===== src/rtl/iomem_regbank_pkg.sv =====
// Shared constants for the iomem register bank: status/control page offsets above the
// game registers and CTRL register bit positions.
package iomem_regbank_pkg;

    localparam int unsigned PAGE_OFS_BTN_LEVEL = 0;
    localparam int unsigned PAGE_OFS_BTN_PRESS = 1;
    localparam int unsigned PAGE_OFS_CTRL      = 2;
    localparam int unsigned NUM_EXTRA_PAGES    = 3;

    localparam int unsigned CTRL_SYNC_EN_BIT = 0;
    localparam int unsigned CTRL_PENDING_BIT = 1;

endpackage


===== src/rtl/btn_debounce.sv =====
// One push-button: two-flop synchroniser, stability counter and a one-cycle pulse on a
// debounced 0->1 transition.
module btn_debounce #(
    parameter int unsigned DEBOUNCE_CYCLES = 100000
) (
    input  logic clk,
    input  logic resetn,
    input  logic i_btn,
    output logic o_level,
    output logic o_rise
);

    localparam int unsigned CNT_W = $clog2(DEBOUNCE_CYCLES);
    localparam logic [CNT_W-1:0] CNT_LAST = CNT_W'(DEBOUNCE_CYCLES - 1);

    logic             r_sync1;
    logic             r_sync2;
    logic             r_level;
    logic [CNT_W-1:0] r_cnt;
    logic             w_flip;

    // Level toggles on the DEBOUNCE_CYCLES-th consecutive cycle of disagreement.
    assign w_flip = (r_sync2 != r_level) && (r_cnt == CNT_LAST);

    always_ff @(posedge clk or negedge resetn) begin
        if (!resetn) begin
            r_sync1 <= 1'b0;
            r_sync2 <= 1'b0;
            r_level <= 1'b0;
            r_cnt   <= '0;
        end else begin
            r_sync1 <= i_btn;
            r_sync2 <= r_sync1;
            if ((r_sync2 == r_level) || w_flip) begin
                r_cnt <= '0;
            end else begin
                r_cnt <= r_cnt + CNT_W'(1);
            end
            if (w_flip) begin
                r_level <= ~r_level;
            end
        end
    end

    assign o_level = r_level;
    assign o_rise  = w_flip && !r_level;

endmodule


===== src/rtl/iomem_regbank.sv =====
// PicoSoC iomem register bank: byte-strobed game registers with optional frame-synchronous
// commit, plus debounced button level and sticky press-latch status pages.
module iomem_regbank
    import iomem_regbank_pkg::*;
#(
    parameter int unsigned NUM_REGS        = 8,
    parameter int unsigned REG_W           = 10,
    parameter int unsigned NUM_BTN         = 4,
    parameter int unsigned DEBOUNCE_CYCLES = 100000,
    parameter logic [7:0]  BASE_PAGE       = 8'h04
) (
    input  logic                      clk,
    input  logic                      resetn,
    input  logic                      iomem_valid,
    output logic                      iomem_ready,
    input  logic [3:0]                iomem_wstrb,
    input  logic [31:0]               iomem_addr,
    input  logic [31:0]               iomem_wdata,
    output logic [31:0]               iomem_rdata,
    input  logic [NUM_BTN-1:0]        btn,
    input  logic                      frame_sync,
    output logic [NUM_REGS*REG_W-1:0] reg_out
);

    localparam logic [7:0] PG_LEVEL = 8'(NUM_REGS + PAGE_OFS_BTN_LEVEL);
    localparam logic [7:0] PG_PRESS = 8'(NUM_REGS + PAGE_OFS_BTN_PRESS);
    localparam logic [7:0] PG_CTRL  = 8'(NUM_REGS + PAGE_OFS_CTRL);
    localparam logic [7:0] PG_END   = 8'(NUM_REGS + NUM_EXTRA_PAGES);

    logic                             r_ready;
    logic [31:0]                      r_rdata;
    logic [NUM_REGS*REG_W-1:0]        r_shadow;
    logic [NUM_REGS*REG_W-1:0]        r_reg_out;
    logic                             r_sync_en;
    logic                             r_pending;
    logic [NUM_BTN-1:0]               r_press;

    logic [7:0]                       w_page;
    logic                             w_acc;
    logic                             w_wr;
    logic                             w_ctrl_wr;
    logic                             w_press_rd;
    logic [REG_W-1:0]                 w_lane_mask;
    logic [NUM_REGS-1:0]              w_reg_wr;
    logic [NUM_REGS*REG_W-1:0]        w_shadow_d;
    logic [NUM_REGS:0][REG_W-1:0]     w_rd_chain;
    logic [31:0]                      w_rdata;
    logic [NUM_BTN-1:0]               w_level;
    logic [NUM_BTN-1:0]               w_rise;
    logic                             w_unused;

    // Page arithmetic wraps, so pages below BASE_PAGE land far above PG_END.
    assign w_page     = iomem_addr[31:24] - BASE_PAGE;
    assign w_acc      = iomem_valid && !r_ready && (w_page < PG_END);
    assign w_wr       = |iomem_wstrb;
    assign w_ctrl_wr  = w_acc && (w_page == PG_CTRL) && iomem_wstrb[0];
    assign w_press_rd = w_acc && (w_page == PG_PRESS) && !w_wr;
    assign w_unused   = ^{iomem_addr[23:0], iomem_wdata};

    for (genvar b = 0; b < REG_W; b++) begin : g_lane
        assign w_lane_mask[b] = iomem_wstrb[b / 8];
    end

    assign w_rd_chain[0] = '0;
    for (genvar i = 0; i < NUM_REGS; i++) begin : g_reg
        logic w_sel;
        assign w_sel       = (w_page == 8'(i));
        assign w_reg_wr[i] = w_acc && w_wr && w_sel;
        assign w_shadow_d[i*REG_W +: REG_W] = w_reg_wr[i]
            ? ((r_shadow[i*REG_W +: REG_W] & ~w_lane_mask) |
               (iomem_wdata[REG_W-1:0] & w_lane_mask))
            : r_shadow[i*REG_W +: REG_W];
        assign w_rd_chain[i+1] = w_rd_chain[i] | (w_sel ? r_shadow[i*REG_W +: REG_W] : '0);
    end

    for (genvar k = 0; k < NUM_BTN; k++) begin : g_btn
        btn_debounce #(
            .DEBOUNCE_CYCLES(DEBOUNCE_CYCLES)
        ) u_btn_debounce (
            .clk    (clk),
            .resetn (resetn),
            .i_btn  (btn[k]),
            .o_level(w_level[k]),
            .o_rise (w_rise[k])
        );
    end

    always_comb begin
        w_rdata = '0;
        if (w_page < 8'(NUM_REGS)) begin
            w_rdata[REG_W-1:0] = w_rd_chain[NUM_REGS];
        end else if (w_page == PG_LEVEL) begin
            w_rdata[NUM_BTN-1:0] = w_level;
        end else if (w_page == PG_PRESS) begin
            w_rdata[NUM_BTN-1:0] = r_press;
        end else if (w_page == PG_CTRL) begin
            w_rdata[CTRL_SYNC_EN_BIT] = r_sync_en;
            w_rdata[CTRL_PENDING_BIT] = r_pending;
        end
    end

    always_ff @(posedge clk or negedge resetn) begin
        if (!resetn) begin
            r_ready   <= 1'b0;
            r_rdata   <= '0;
            r_shadow  <= '0;
            r_reg_out <= '0;
            r_sync_en <= 1'b0;
            r_pending <= 1'b0;
            r_press   <= '0;
        end else begin
            r_ready  <= w_acc;
            if (w_acc) begin
                r_rdata <= w_rdata;
            end
            r_shadow <= w_shadow_d;
            // Commit uses pre-edge shadows, so a same-cycle write waits for the next frame.
            if (!r_sync_en || frame_sync) begin
                r_reg_out <= r_shadow;
            end
            if (!r_sync_en) begin
                r_pending <= 1'b0;
            end else if (|w_reg_wr) begin
                r_pending <= 1'b1;
            end else if (frame_sync) begin
                r_pending <= 1'b0;
            end
            if (w_ctrl_wr) begin
                r_sync_en <= iomem_wdata[CTRL_SYNC_EN_BIT];
            end
            r_press <= (w_press_rd ? '0 : r_press) | w_rise;
        end
    end

    assign iomem_ready = r_ready;
    assign iomem_rdata = r_rdata;
    assign reg_out     = r_reg_out;

endmodule


===== config.mk =====
export PLATFORM = sky130hd
export DESIGN_NAME = iomem_regbank
export DESIGN_NICKNAME = d
export VERILOG_FILES = /design/src/rtl/iomem_regbank_pkg.sv /design/src/rtl/btn_debounce.sv /design/src/rtl/iomem_regbank.sv
export SDC_FILE = /design/constraint.sdc
export NUM_CORES = 1
export LEC_CHECK = 0
export ABC_AREA = 1
export BUFFER_PORTS_ARGS = -buffer_cell sky130_fd_sc_hd__buf_2
export CAP_MARGIN = 10
export CORE_AREA = 2 2 148 150
export CTS_BUF_LIST = sky130_fd_sc_hd__clkbuf_4 sky130_fd_sc_hd__clkbuf_8
export CTS_CLUSTER_SIZE = 12
export DETAILED_ROUTE_END_ITERATION = 12
export DIE_AREA = 0 0 150 152
export GPL_ROUTABILITY_DRIVEN = 0
export GPL_TIMING_DRIVEN = 0
export PLACE_DENSITY = 0.81
export SKIP_LAST_GASP = 1
export SYNTH_ARGS = -nofsm -noshare
export SYNTH_HDL_FRONTEND = slang
export SYNTH_HIERARCHICAL = 1
export SYNTH_SLANG_ARGS = --single-unit

===== constraint.sdc =====
create_clock -name clk -period 2.03 [get_ports clk]
set_input_delay 0.3045 -clock clk [delete_from_list [all_inputs] [get_ports clk]]
set_output_delay 0.3045 -clock clk [all_outputs]
set_load 0.02 [all_outputs]

Word-level counts from Yosys, hierarchy flattened
Index checks and enable logic that the tools add are counted.
{"block": "word_totals", "register_bits": 257, "in_bits": 76}
{"block": "op_classes", "n_addsub": 5, "eq_ne": 23, "mux": 22, "magnitude_cmp": 2, "n_bitwise": 30, "reduce_logical": 38}
{"operator": "10-bit OR", "count": 15}
{"operator": "10-bit bitwise AND", "count": 9}
{"operator": "10-bit 2-to-1 mux", "count": 8}
{"operator": "17-bit by 1-bit adder with 17-bit output (second input constant)", "count": 4}
{"operator": "17-bit == test (second input constant)", "count": 4}
{"operator": "17-bit 2-to-1 mux", "count": 4}
{"operator": "8-bit by 3-bit == test with 1-bit output (second input constant)", "count": 4}
{"operator": "8-bit by 4-bit == test with 1-bit output (second input constant)", "count": 3}
{"operator": "1-bit logical AND", "count": 23}
{"operator": "8-bit by 2-bit == test with 1-bit output (second input constant)", "count": 2}
{"operator": "8-bit by 4-bit less-than comparator with 1-bit output (second input constant)", "count": 2}
{"operator": "4-bit 2-to-1 mux", "count": 3}
{"operator": "10-bit NOT", "count": 1}
{"operator": "8-bit by 1-bit == test with 1-bit output (second input constant)", "count": 1}
{"operator": "8-bit logical NOT", "count": 1}
{"operator": "8-bit OR reduction", "count": 1}
{"operator": "8-bit by 3-bit subtractor with 8-bit output (second input constant)", "count": 1}
{"operator": "1-bit logical NOT", "count": 7}
{"operator": "2-bit 2-to-1 mux", "count": 3}
{"operator": "6-bit 2-to-1 mux", "count": 1}
{"operator": "1-bit logical OR", "count": 5}
{"operator": "1-bit == test", "count": 4}
{"operator": "1-bit inequality test", "count": 4}
{"operator": "1-bit NOT", "count": 4}
{"operator": "4 further kinds", "count": 6}

Logic depth before layout (Yosys ltp)
{"block": "logic_depth", "depth_word": 11, "ltp_mapped": 15}

Hierarchy
The synthesis kept the hierarchy.
{"mod": "iomem_regbank", "n_inst": 1, "cells_each": 885, "area_per_inst_um2": 8112.8}
{"mod": "btn_debounce (g_btn[0].u_btn_debounce ...)", "n_inst": 3, "cells_each": 133, "area_per_inst_um2": 1036.0}
{"mod": "btn_debounce (g_btn[2].u_btn_debounce)", "n_inst": 1, "cells_each": 137, "area_per_inst_um2": 1057.3}

Least setup slack after synthesis
Ideal clock, no wire load.
{"block": "synth_path", "path_type": "input port to flip-flop", "startpoint": "in iomem_addr[26]", "endpoint": "reg r_press[0]", "arrival_time_ns": 1.748, "t_required_ns": 1.906, "stages": 12, "slack_ns": 0.157, "path_buffers": 2, "path_cell_list": "inv_1 ha_1 nand2_1 nand2_1 nor2_4 inv_2 nor2_4 buf_4 buf_4 nand3_1 nor2_1 o21bai_1"}
{"block": "synth_between", "elab_chain_cells": 7, "word_cells_on_any_way": 8}
{"element": "from (decl)", "line_no": "iomem_regbank.sv:17", "rtl": "input logic [31:0] iomem_addr,"}
{"element": "8-bit by 3-bit subtractor with 8-bit output *", "line_no": "iomem_regbank.sv:53", "rtl": "assign w_page = iomem_addr[31:24] - BASE_PAGE;"}
{"element": "8-bit by 4-bit less-than comparator with 1-bit output", "line_no": "iomem_regbank.sv:54", "rtl": "assign w_acc = iomem_valid && !r_ready && (w_page < PG_END);"}
{"element": "1-bit logical AND", "line_no": "iomem_regbank.sv:54"}
{"element": "1-bit logical AND * (2 in a row)", "line_no": "iomem_regbank.sv:57", "rtl": "assign w_press_rd = w_acc && (w_page == PG_PRESS) && !w_wr;"}
{"element": "4-bit 2-to-1 mux *", "line_no": "iomem_regbank.sv:131", "rtl": "r_press <= (w_press_rd ? '0 : r_press) | w_rise;"}
{"element": "4-bit OR *", "line_no": "iomem_regbank.sv:131"}
{"element": "to (signal assigned)", "line_no": "iomem_regbank.sv:131"}
{"element": "to (decl)", "line_no": "iomem_regbank.sv:36", "rtl": "logic [NUM_BTN-1:0] r_press;"}
Mark *: on every way between the ends. The rest lies on a longest branch, timed or not.
A chain may end at the register's enable or synchronous reset.

Final worst setup path
{"block": "layout_path", "startpoint": "in iomem_addr[26]", "endpoint": "reg r_press[2]"}
Same word-level chain as after synthesis.

==> reports/metrics.cfg <==
[status]
outcome = complete, no violations

[worst_setup_path]
required_ns = 2.46
critical_path_class = primary input to register
crit_fanout = 10
reg2reg_depth = 11
endpoint_kind = register
critPathLaunchType = primary input
crit_arrival_ns = 2.37

[floorplan]
io_pins = 189
core_mm2 = 0.0214
start_util_pct = 57.5
die_h_um = 152
dieWidth_um = 150
die_area_mm2 = 0.0228
rows = 54

[detailed_routing]
avgRoutedWirePerCell_um = 16.7
num_vias = 10562
highest_layer = met4
totalWireLength_um = 32300
viasPerCell = 5.47
drc_errors = 0
wirelength_met1_um = 13100
drt_first_iter_violations = 958
drt-pass1-iter-count = 5
antenna_left = 0
wl_met3_um = 3010
wl_met2_um = 15100

[power]
peakVddDrop_v = 0.000503
leakagePower_nw = 7.46
power.total_mw = 10.6
pwr_density_cell_mw_per_mm2 = 734

[placement]
dp_hpwl_um = 23100
io_buffers = 120
place_inst = 1844

[grt]
grt_pass1_wl_um = 52200
grt_usage_pct = 28.6
grt_pass1_vias = 10294
grt_max_degree = 108
grt_antenna_before_repair = 0
overflow = 0

[yosys]
synthCells = 1421
syn_area_mm2 = 0.0123
seq_area_frac_synth_pct = 52.4
syn_area_per_cell_um2 = 8.64
netlist-cell-type-count = 37
yosys_warnings = 6
synth_seq_cells = 257

[clocking]
numCtsBuffers = 43
clock_sinks = 257
h-tree-depth = 2
clkLatencyLatePin_ns = 0.57
cts_tree = built
clkTransAtPathRegs_ns = 0.06
cts_root_buffer = clkbuf_8
cts_buffer_depth = 3

[timing]
setup_viol = 0
hold_violations = 0
tightestPinTransition_ns = 0.673
fmax_ghz = 0.515
drv_slew = 0
hold_ws_ns = 0.0541
finalCritPeriodShare_pct = 95.7
slew_headroom_pct = 55.1
tns_ns = 0
rsz0062_at_grt = true
period_needed_ns = 1.94
skew_ns = 0.0308

[cells_and_area]
area_growth_pct = 17.6
layout_common_cells = 365 x nand2_1, 257 x dfrtp_1, 216 x nor2_1
antenna_cells = 0
final_layout_size_suffix_gt1_share_pct = 21.2
finalNetCount = 1703
layout_commonest_cell = nand2_1
instances_no_fill = 1930
fillers = 1690

[job]
cap_violations = 0

[hold_path]
hold_path_depth = 3
hold_class = primary input to register

[final timing paths]
check	start	to	slack [ns]
setup / recovery	iomem_addr[26]	r_press[2]$_DFF_PN0_	0.09
hold / removal	iomem_wdata[9]	register	0.05
setup reg to reg	iomem_ready$_DFF_PN0_	register	0.11
hold reg to reg	g_btn[0].u_btn_debounce/r_sync1$_DFF_PN0_	g_btn[0].u_btn_debounce/r_sync2$_DFF_PN0_	0.35
max in group asynchronous	resetn	reg_out[31]$_DFFE_PN0P_	0.53
min in group asynchronous	resetn	g_btn[2].u_btn_debounce/r_cnt[3]$_DFF_PN0_	0.23
[logic make-up after synthesis]
| family | synth area share, % |
|---|---|
| xor+xnor | 2.50 |
| mux | 5.69 |
| fa+ha+maj | 0.917 |
| buf+inv | 6.70 |
| simple gates | 26.0 |
| flops | 52.4 |
| compound gates | 5.84 |
| other cells | 0.0305 |
[report_power, final]
part	total, mW	internal, mW	switching (mW)	leakage, nW
clock network	4.85	2.71	2.14	0.487
logic	0.547	0.156	0.391	3.60
registers	5.19	5.16	0.0289	3.37
total	10.6	8.04	2.56	7.46
[critical path: stages]
cell,delay (ns)
buf_2,0.11
inv_1,0.11
ha_1,0.23
nand2_1,0.06
nand2_1,0.08
nor2_4,0.21
inv_2,0.07
nor2_4,0.25
buf_4,0.24
buf_4,0.20
nand3_1,0.11
nor2_2,0.27
o21bai_1,0.11
[synthesized netlist by cell type, drive strengths merged]
library cell / instances / area [um^2]
nor3: 4 / 20.0
a21oi: 22 / 110
o2111ai: 1 / 8.76
o21ai: 95 / 475
conb: 1 / 3.75
nand3: 98 / 543
clkinv: 2 / 7.51
xnor2: 13 / 114
or2: 5 / 31.3
nand4: 37 / 231
o21bai: 12 / 90.1
o211ai: 1 / 7.51
mux2: 62 / 698
nand2: 371 / 1430
xor2: 22 / 193
a31oi: 4 / 25.0
dfrtp: 257 / 6430
nor2: 230 / 913
clkbuf: 21 / 78.8
ha: 9 / 113
buf: 47 / 345
nand3b: 3 / 22.5
inv: 104 / 390
[per-layer routing]
layer	vias to the layer above	track usage (%)
met1	4963	38.9
met2	567	45.3
met5	-	0
met3	91	6.22
li1	4941	-
met4	0	11.0
[what timing repair did]
action | CTS | global route
hold buffers | 5 | 0
gates resized for setup | 5 | 16
hold endpoints to repair | 50 | 0
endpoints found under the setup margin | 85 | 67
buffers inserted | 0 | 5
pin swaps | 0 | 1
[metrics by stage]
| step | instance area, um^2 | utilization [%] | setup WS (ns) |
|---|---|---|---|
| 2_1_floorplan | 12400 | - | 0.157 |
| 3_3_place_gp | 13300 | 62.3 | -3.82 |
| 3_5_place_dp | 13400 | 62.6 | -0.449 |
| 4_1_cts | 14300 | 67.2 | 0.0142 |
| 5_1_grt | 14400 | 67.6 | -0.0434 |
| 6_report | 14400 | 67.6 | 0.0866 |
[cell type report]
| type | instances | area (um^2) | area share [%] |
|---|---|---|---|
| Buffer | 67 | 439 | 3.04 |
| Clock buffer | 61 | 764 | 5.29 |
| Clock inverter | 16 | 148 | 1.02 |
| Inverter | 106 | 398 | 2.76 |
| Multi-Input combinational cell | 1011 | 5140 | 35.6 |
| Sequential cell | 257 | 6430 | 44.5 |
| Tap cell | 280 | 350 | 2.43 |
| Timing Repair Buffer | 132 | 766 | 5.30 |
No activity file was read; power rests on OpenSTA's default activity.
